**src/rtl/lut_cfg_pkg.sv**
```systemverilog
// Shared definitions for the sXX LUT-pair config path: frame geometry,
// beat counting and loader state encoding.
package lut_cfg_pkg;

  localparam int DEF_INPUTS = 4;
  localparam int DEF_WORD_W = 8;

  typedef enum logic [1:0] {
    ST_IDLE   = 2'd0,
    ST_LOAD   = 2'd1,
    ST_COMMIT = 2'd2
  } ld_state_e;

  function automatic int mem_size(input int inputs);
    return 1 << inputs;
  endfunction

  // Two LUT halves plus the fracture (split) bit on top.
  function automatic int cfg_width(input int inputs);
    return 2 * mem_size(inputs) + 1;
  endfunction

  function automatic int split_index(input int inputs);
    return 2 * mem_size(inputs);
  endfunction

  function automatic int beat_count(input int cfg_w, input int word_w);
    return (cfg_w + word_w - 1) / word_w;
  endfunction

endpackage

```
**src/rtl/cfg_stage_reg.sv**
```systemverilog
// Beat-indexed staging register: each accepted beat lands in its own
// WORD_W slice, LSB-first; final-beat bits beyond the frame are dropped.
module cfg_stage_reg
  import lut_cfg_pkg::*;
#(
  parameter int CFG_W  = cfg_width(DEF_INPUTS),
  parameter int WORD_W = DEF_WORD_W,
  parameter int BEATS  = beat_count(CFG_W, WORD_W),
  parameter int CNT_W  = $clog2(BEATS + 1)
) (
  input  logic              clk,
  input  logic              rst,
  input  logic              wr_en,
  input  logic [CNT_W-1:0]  beat_idx,
  input  logic [WORD_W-1:0] wr_data,
  output logic [CFG_W-1:0]  stage,
  output logic [CFG_W-1:0]  stage_next
);

  logic [CFG_W-1:0] stage_q;
  logic [CFG_W-1:0] stage_d;
  logic [BEATS-1:0] beat_hit;

  genvar gi;
  generate
    for (gi = 0; gi < BEATS; gi++) begin : g_beat
      localparam int LO = gi * WORD_W;
      localparam int W  = ((CFG_W - LO) < WORD_W) ? (CFG_W - LO) : WORD_W;

      assign beat_hit[gi] = wr_en && (beat_idx == CNT_W'(gi));
      assign stage_d[LO +: W] = beat_hit[gi] ? wr_data[W-1:0] : stage_q[LO +: W];
    end
  endgenerate

  always_ff @(posedge clk) begin
    if (rst) begin
      stage_q <= '0;
    end else begin
      stage_q <= stage_d;
    end
  end

  assign stage      = stage_q;
  assign stage_next = stage_d;

endmodule

```
**src/rtl/lut_sxx_cfg_loader.sv**
```systemverilog
// Config loader for the fracturable sXX LUT pair: collects a frame over a
// valid/ready beat stream, then presents it with a one-cycle cen pulse.
module lut_sxx_cfg_loader
  import lut_cfg_pkg::*;
#(
  parameter int INPUTS = DEF_INPUTS,
  parameter int WORD_W = DEF_WORD_W
) (
  input  logic                          clk,
  input  logic                          rst,
  input  logic                          start,
  input  logic                          abort,
  input  logic [WORD_W-1:0]             in_data,
  input  logic                          in_valid,
  output logic                          in_ready,
  output logic [cfg_width(INPUTS)-1:0]  config_out,
  output logic                          cen,
  output logic                          busy,
  output logic                          done,
  output logic                          err
);

  localparam int CFG_W = cfg_width(INPUTS);
  localparam int BEATS = beat_count(CFG_W, WORD_W);
  localparam int CNT_W = $clog2(BEATS + 1);

  ld_state_e        state_q, state_d;
  logic [CNT_W-1:0] beat_cnt_q, beat_cnt_d;
  logic [CFG_W-1:0] config_out_q, config_out_d;
  logic             in_ready_q, in_ready_d;
  logic             cen_q, cen_d;
  logic             busy_q, busy_d;
  logic             done_q, done_d;
  logic             err_q, err_d;

  logic             handshake;
  logic             last_beat;
  logic             stage_wr;
  logic [CFG_W-1:0] stage;
  logic [CFG_W-1:0] stage_next;

  assign handshake = in_valid && in_ready_q;
  assign last_beat = (beat_cnt_q == CNT_W'(BEATS - 1));

  cfg_stage_reg #(
    .CFG_W  (CFG_W),
    .WORD_W (WORD_W),
    .BEATS  (BEATS),
    .CNT_W  (CNT_W)
  ) u_stage (
    .clk        (clk),
    .rst        (rst),
    .wr_en      (stage_wr),
    .beat_idx   (beat_cnt_q),
    .wr_data    (in_data),
    .stage      (stage),
    .stage_next (stage_next)
  );

  always_comb begin
    state_d      = state_q;
    beat_cnt_d   = beat_cnt_q;
    config_out_d = config_out_q;
    in_ready_d   = 1'b0;
    cen_d        = 1'b0;
    busy_d       = 1'b0;
    done_d       = 1'b0;
    err_d        = 1'b0;
    stage_wr     = 1'b0;

    case (state_q)
      ST_IDLE: begin
        if (start) begin
          state_d    = ST_LOAD;
          beat_cnt_d = '0;
          in_ready_d = 1'b1;
          busy_d     = 1'b1;
        end
      end

      ST_LOAD: begin
        in_ready_d = 1'b1;
        busy_d     = 1'b1;
        // abort outranks a coincident final handshake: nothing is committed
        if (abort) begin
          state_d    = ST_IDLE;
          in_ready_d = 1'b0;
          busy_d     = 1'b0;
          err_d      = 1'b1;
        end else if (handshake) begin
          stage_wr   = 1'b1;
          beat_cnt_d = beat_cnt_q + CNT_W'(1);
          if (last_beat) begin
            state_d      = ST_COMMIT;
            in_ready_d   = 1'b0;
            config_out_d = stage_next;
            cen_d        = 1'b1;
            done_d       = 1'b1;
          end
        end
      end

      ST_COMMIT: begin
        state_d = ST_IDLE;
      end

      default: begin
        state_d = ST_IDLE;
      end
    endcase
  end

  always_ff @(posedge clk) begin
    if (rst) begin
      state_q      <= ST_IDLE;
      beat_cnt_q   <= '0;
      config_out_q <= '0;
      in_ready_q   <= 1'b0;
      cen_q        <= 1'b0;
      busy_q       <= 1'b0;
      done_q       <= 1'b0;
      err_q        <= 1'b0;
    end else begin
      state_q      <= state_d;
      beat_cnt_q   <= beat_cnt_d;
      config_out_q <= config_out_d;
      in_ready_q   <= in_ready_d;
      cen_q        <= cen_d;
      busy_q       <= busy_d;
      done_q       <= done_d;
      err_q        <= err_d;
    end
  end

  assign in_ready   = in_ready_q;
  assign config_out = config_out_q;
  assign cen        = cen_q;
  assign busy       = busy_q;
  assign done       = done_q;
  assign err        = err_q;

endmodule

```
**config.mk**
```make
export PLATFORM = sky130hd
export DESIGN_NAME = lut_sxx_cfg_loader
export DESIGN_NICKNAME = d
export VERILOG_FILES = /design/src/rtl/lut_cfg_pkg.sv /design/src/rtl/cfg_stage_reg.sv /design/src/rtl/lut_sxx_cfg_loader.sv
export SDC_FILE = /design/constraint.sdc
export NUM_CORES = 1
export LEC_CHECK = 0
export CAP_MARGIN = 20
export CORE_MARGIN = 10
export CORE_UTILIZATION = 37
export DETAILED_ROUTE_END_ITERATION = 10
export DONT_BUFFER_PORTS = 1
export GPL_TIMING_DRIVEN = 0
export PLACE_DENSITY = 0.55
export SYNTH_ARGS = -nofsm -noshare
export SYNTH_HDL_FRONTEND = slang
export SYNTH_HIERARCHICAL = 1
export SYNTH_SLANG_ARGS = --single-unit
```
**constraint.sdc**
```tcl
create_clock -name clk -period 6.6 [get_ports clk]
set_input_delay 1.32 -clock clk [delete_from_list [all_inputs] [get_ports clk]]
set_output_delay 1.32 -clock clk [all_outputs]
set_load 0.05 [all_outputs]
```
* After elaboration in Yosys (flattened, before gate mapping)
Index checks and enable logic that the tools add are counted.
** Operators by class
- Reduce and logical (&&, ||, !) cells :: 14
- $add $sub $neg :: 1
- Div/mod/pow operators :: 0
- Shift-type cells :: 0
- Multiplexer cells :: 26
- $lt $le $gt $ge :: 0
- Bitwise gates (word level) :: 3
- Equality and inequality tests :: 10
- $mul :: 0
** Operators with widths (number)
- $mux 8 :: 4
- $mux 1 :: 11
- $mux 3 :: 3
- $mux 2 :: 4
- $reduce_and 4->1 :: 2
- $eq 3x2->1 const B :: 2
- $logic_and 1x1->1 :: 6
- $ne 2x2->1 const B :: 3
- $ne 3x3->1 const B :: 2
- $pmux 3 s2 :: 1
- $pmux 1 s2 :: 2
- $pmux 2 s2 :: 1
- $reduce_or 4->1 :: 1
- $add 3x1->3 const B :: 1
- $eq 3x1->1 const B :: 1
- $eq 3x3->1 const B :: 1
- $logic_not 3->1 :: 1
- $not 1->1 :: 3
- $reduce_and 3->1 :: 1
- $eq 2x1->1 const B :: 1
- $logic_not 2->1 :: 1
- $reduce_bool 2->1 :: 1
- $reduce_or 2->1 :: 1
** Storage, ports and cells
- Memory bits (read-only) :: 0
- Bits in registers :: 75
- Input port bits :: 13
- Bits in writable memories :: 0
- Latch bits :: 0
- Memories :: 0

* Logic depth before layout (Yosys ltp)
Gate-level depths: netlist (run 1).
- Depth in word-level cells :: 6
- Mapped depth :: 10
- Depth with buffers taken out :: 6

* Cells and area by module
The synthesis (run 1) kept the hierarchy.
** Modules (own cells, without submodules)
- lut_sxx_cfg_loader :: cells each 197, times used 1, area an instance 1825.5 um^2
- cfg_stage_reg :: cells each 156, times used 1, area an instance 1750.4 um^2

* Least setup slack after synthesis (run 1)
Ideal clock, no wire load.
- Kind :: input to register
- Start point :: in abort
- End point :: reg config_out_q[5] (netlist: config_out[5])
- Cell stages on the path :: 10
- Library setup time :: 0.128 ns
- Arrival :: 3.186 ns
- Buffers on the path :: 4
- Data required time :: 6.472 ns
- Setup slack :: 3.285 ns
- Path through :: nand4b_1 -> clkbuf_8 -> buf_6 -> nor2_1 -> or4b_1 -> buf_6 -> buf_12 -> mux2_4 -> nand4_1 -> a21oi_1
** On the way
- Word-level cells in the longest chain between the ends :: 4
- Elaborated cells between the ends (all ways) :: 6
- Classes of those cells :: mux (3); bitwise (1); reduce/logical (2)
** Ends and longest elaborated chain
- start, declared :: line lut_sxx_cfg_loader.sv:12 : input logic abort,
- $mux 1 :: line lut_sxx_cfg_loader.sv:85 : if (abort) begin
- $mux 1 :: line lut_sxx_cfg_loader.sv:71 : case (state_q)
- named net stage_wr :: line lut_sxx_cfg_loader.sv:38 : logic stage_wr;
- $logic_and 1x1->1 :: line cfg_stage_reg.sv:30 : assign beat_hit[gi] = wr_en && (beat_idx == CNT_W'(gi));
- $mux 8 :: line cfg_stage_reg.sv:31 : assign stage_d[LO +: W] = beat_hit[gi] ? wr_data[W-1:0] : stage_q[LO +: W];
- named net stage_next[5] :: line lut_sxx_cfg_loader.sv:40 : logic [CFG_W-1:0] stage_next;
- end signal, assigned :: line lut_sxx_cfg_loader.sv:126 : config_out_q <= config_out_d;
- end, declared :: line lut_sxx_cfg_loader.sv:29 : logic [CFG_W-1:0] config_out_q, config_out_d;
The timed path passes the listed nets, and every way through them passes these cells.
A chain may end at the register's enable or synchronous reset.

* Final worst setup path (run 1)
- Start point :: in abort
- End point :: reg config_out_q[14] (netlist: config_out[14])
The elaborated chain is that of the path after synthesis.

==> results of run 1 <==
-- logic make-up after synthesis --
group / Yosys count / synth area share [%]
AOI/OAI and AO/OA: 74 / 10.74
adders and majority gates: 2 / 0.6997
buffers and inverters: 39 / 9.307
DFF: 75 / 41.99
muxes: 66 / 19.84
and+or+nand+nor: 97 / 17.43
-- Yosys cell counts, drive strengths merged --
| cell | instances | share of area [%] |
|---|---|---|
| ha | 2 | 0.70 |
| clkbuf | 14 | 2.3 |
| nand3 | 2 | 0.28 |
| and4b | 1 | 0.28 |
| o2111a | 1 | 0.31 |
| a31oi | 1 | 0.18 |
| clkinv | 1 | 0.10 |
| or3 | 1 | 0.18 |
| dfxtp | 75 | 42 |
| mux2 | 33 | 11 |
| nand2b | 43 | 7.6 |
| and4bb | 1 | 0.35 |
| nor3 | 4 | 0.56 |
| nand4bb | 1 | 0.31 |
| nand2 | 2 | 0.21 |
| nand4 | 33 | 5.8 |
| nor2 | 1 | 0.10 |
| nand4b | 2 | 0.49 |
| mux2i | 33 | 9.2 |
| nand3b | 1 | 0.21 |
| a211oi | 1 | 0.21 |
| inv | 2 | 0.21 |
| o221ai | 1 | 0.24 |
| or4b | 1 | 0.28 |
| nor4bb | 1 | 0.28 |
| dlygate4sd1 | 1 | 0.24 |
| buf | 21 | 6.4 |
| nor4 | 2 | 0.35 |
| and2 | 1 | 0.18 |
| o21ai | 34 | 4.8 |
| a21oi | 36 | 5.0 |
-- layout by cell type, fill, tap and decap left out, drive strengths merged --
cell type    netlist  final
and4bb             1      1
mux2i             33     33
o2111a             1      1
nand3              2      2
or3                1      1
o221ai             1      1
nand4b             2      2
nor4               2      2
nor2               1      1
a21oi             36     36
dlygate4sd1        1      1
o21ai             34     34
clkinv             1      4
and4b              1      1
nor4bb             1      1
clkbuf            14     24
dfxtp             75     75
inv                2      2
nand4             33     33
nor3               4      4
nand4bb            1      1
ha                 2      2
buf               21     21
and2               1      1
nand2b            43     43
clkinvlp           0      3
a31oi              1      1
nand3b             1      1
nand2              2      2
or4b               1      1
mux2              33     33
a211oi             1      1
-- metal layers --
metal | wire length, um | GRT usage, % | part of all wire (%)
met3 | 584 | 4.284 | 6.3
met1 | 4383 | 16.96 | 47
met5 | 0 | 0 | 0
met2 | 4224 | 20.41 | 45
met4 | 102 | 4.869 | 1.1
-- path summary, 6_finish.rpt --
check	end	cells after the start	startpoint	slack, ns
max reg2reg	config_out[14]	10	in_ready	3.49
min	u_stage/stage[15]	2	u_stage/stage[15]	0.48
max	config_out[14]	10	abort	3.26
min reg2reg	u_stage/stage[15]	2	u_stage/stage[15]	0.48
-- cell type report --
| class | count | area (um^2) |
|---|---|---|
| fill | 933 | 5411 |
| buffer | 36 | 321.6 |
| clock inverter | 6 | 41.29 |
| inverter | 3 | 11.26 |
| clock buffer | 10 | 137.6 |
| sequential | 75 | 1501 |
| multi-input combinational | 239 | 1742 |
| tap | 129 | 161.4 |
-- worst reg2reg max path, stage by stage, from the launching register on --
cell	delay (ns)
dfxtp_1	0.69
nand4b_1	0.31
clkbuf_8	0.25
buf_6	0.15
nor2_1	0.21
and4bb_2	0.25
buf_2	0.21
buf_2	0.34
mux2_2	0.41
nand4_1	0.11
a21oi_1	0.07
-- metrics by stage --
step	cell area (um^2)	power [mW]	instances	hold slack (ns)	utilization (%)
detailed placement	3737	0.5001	482	0.4644	40.07
global route	3916	0.8494	498	0.4902	41.99
global placement	3737	0.5001	482	0.4567	40.07
finish	3916	0.8101	498	0.4762	41.99
floorplan	3576	0.4926	353	0.4462	-
CTS	3916	0.8221	498	0.4791	41.99
-- flip-flops by register name (all words and copies together), names as in the netlist --
| register | count |
|---|---|
| busy | 1 |
| in_ready | 1 |
| config_out | 33 |
| u_stage/stage | 33 |
| err | 1 |
| state_q | 2 |
| beat_cnt_q | 3 |
| done | 1 |
-- power groups by stage --
stage | Sequential (mW) | Combinational (mW) | Clock, mW
global route | 0.461 | 0.0316 | 0.357
global placement | 0.471 | 0.0291 | 0
finish | 0.460 | 0.0289 | 0.321
CTS | 0.460 | 0.0291 | 0.333
floorplan | 0.471 | 0.0221 | 0
detailed placement | 0.471 | 0.0290 | 0
==> impl_metrics.env, run 1 <==
export IMPL_cp_common_cell="buf_2"
export IMPL_grt_pass1_wl_mm=14.88
export IMPL_post_cts_buffers=0
export IMPL_switchingPower_mw=0.1975
export IMPL_cts_made_buffers=9
export IMPL_fp_dieArea_mm2=0.01400
export IMPL_rsz0062_at_grt="no"
export IMPL_p_sw_share_pct=24.38
export IMPL_cts_root_buf="clkbuf_8"
export IMPL_p_int_mw=0.6126
export IMPL_critPathMaxFanout=10
export IMPL_synthCells=353
export IMPL_max_cap_violations=0
export IMPL_slew_violations=0
export IMPL_finalSetupTns_ns=0
export IMPL_drc=0
export IMPL_powerDensity_mw_per_mm2=206.9
export IMPL_ys_types=38
export IMPL_setup_ws_ns=3.260
export IMPL_cp_slowest_stage_delay_ns=0.41
export IMPL_routedWlPerCell_um=18.66
export IMPL_crit_buf_inv=4
export IMPL_rows=35
export IMPL_ir_worst_vdd_v=0.00008378
export IMPL_leakagePower_nw=1.502
export IMPL_path_cells="nand4b_1 -> clkbuf_8 -> buf_6 -> nor2_1 -> and4bb_2 -> buf_2 -> buf_2 -> mux2_2 -> nand4_1 -> a21oi_1"
export IMPL_cp_slowest_cell="mux2_2"
export IMPL_grt_antenna_before_repair=0
export IMPL_cts_tree="yes"
export IMPL_drtAntennaViolNets=0
export IMPL_die_h_um=118.3
export IMPL_status="complete, no violations"
export IMPL_pwr_share_clk_pct=39.6
export IMPL_crit_arrival_ns=3.56
export IMPL_slew_limit_headroom_pct=61.87
export IMPL_vias=2551
export IMPL_p_seq_share_pct=56.8
export IMPL_firstDrtPassIters=4
export IMPL_tightest_slew_ns=0.5711
export IMPL_ys_seq_area_share_pct=41.99
export IMPL_hold_viol_final=0
export IMPL_start_util_pct=38.34
export IMPL_area_delta_synth_final_pct=9.517
export IMPL_min_path_type="flop to flop"
export IMPL_cts_sinks=75
export IMPL_grt_max_degree=14
export IMPL_crit_type="primary input to flop"
export IMPL_clockBufferDepth=2
export IMPL_required_ns=6.82
export IMPL_critPathTopFamily="buffers and inverters"
export IMPL_drt_wl_total_mm=9.295
export IMPL_avgSynthCellArea_um2=10.13
export IMPL_cts_resized=0
export IMPL_grt_pass1_vias=2648
export IMPL_drtIter0Drc=102
export IMPL_place_ws_ns=2.912
export IMPL_cp_start_kind="primary input"
export IMPL_syn_nets=368
export IMPL_synth_seq_cells=75
export IMPL_io_pins=51
export IMPL_port_buffers=0
export IMPL_fin_nets=379
export IMPL_fmax_mhz=299.4
export IMPL_grt_use_total_pct=13.28
export IMPL_dp_hpwl_mm=7.029
export IMPL_via_per_inst=5.122
export IMPL_skew_ns=0.008460
export IMPL_gp_congestion=0.8059
export IMPL_clk_pin_slew_ns=0.08
export IMPL_syn_cell_area_mm2=0.003576
export IMPL_core_area_mm2=0.009328
export IMPL_postCtsHoldBufs=0
export IMPL_cts_htree_levels=3
export IMPL_die_w_um=118.3
export IMPL_diodes=0
export IMPL_yosysWarnings=6
export IMPL_period_minus_slack_ns=3.340
export IMPL_min_period_over_period_pct=50.60
export IMPL_clock_latency_ns=0.35
export IMPL_drive_above_1_share_pct=20.60
export IMPL_comb_power_share_pct=3.6
export IMPL_overflow=0
export IMPL_cp_end_kind="flop"
export IMPL_setup_violations=0
No activity file was read; power rests on OpenSTA's default activity.
==> run 2: changes to the inputs <==
==> constraint.sdc (replaced) <==
create_clock -name clk -period 3.46 [get_ports clk]
set_input_delay 0.692 -clock clk [delete_from_list [all_inputs] [get_ports clk]]
set_output_delay 0.692 -clock clk [all_outputs]
set_load 0.05 [all_outputs]
==> results of run 2 <==
Same layout as run 1 (identical final DEF). Status: complete, no violations.
Main changes from that run: setup slack after placement 2.912 ns -> 0.3708 ns; setup slack after layout 3.260 ns -> 0.3492 ns; start point of the critical path abort -> in_ready; register-to-register setup slack 3.49 ns -> 0.35 ns; total power 0.8101 mW -> 1.545 mW; worst IR drop on VDD 0.00008378 V -> 0.0001598 V
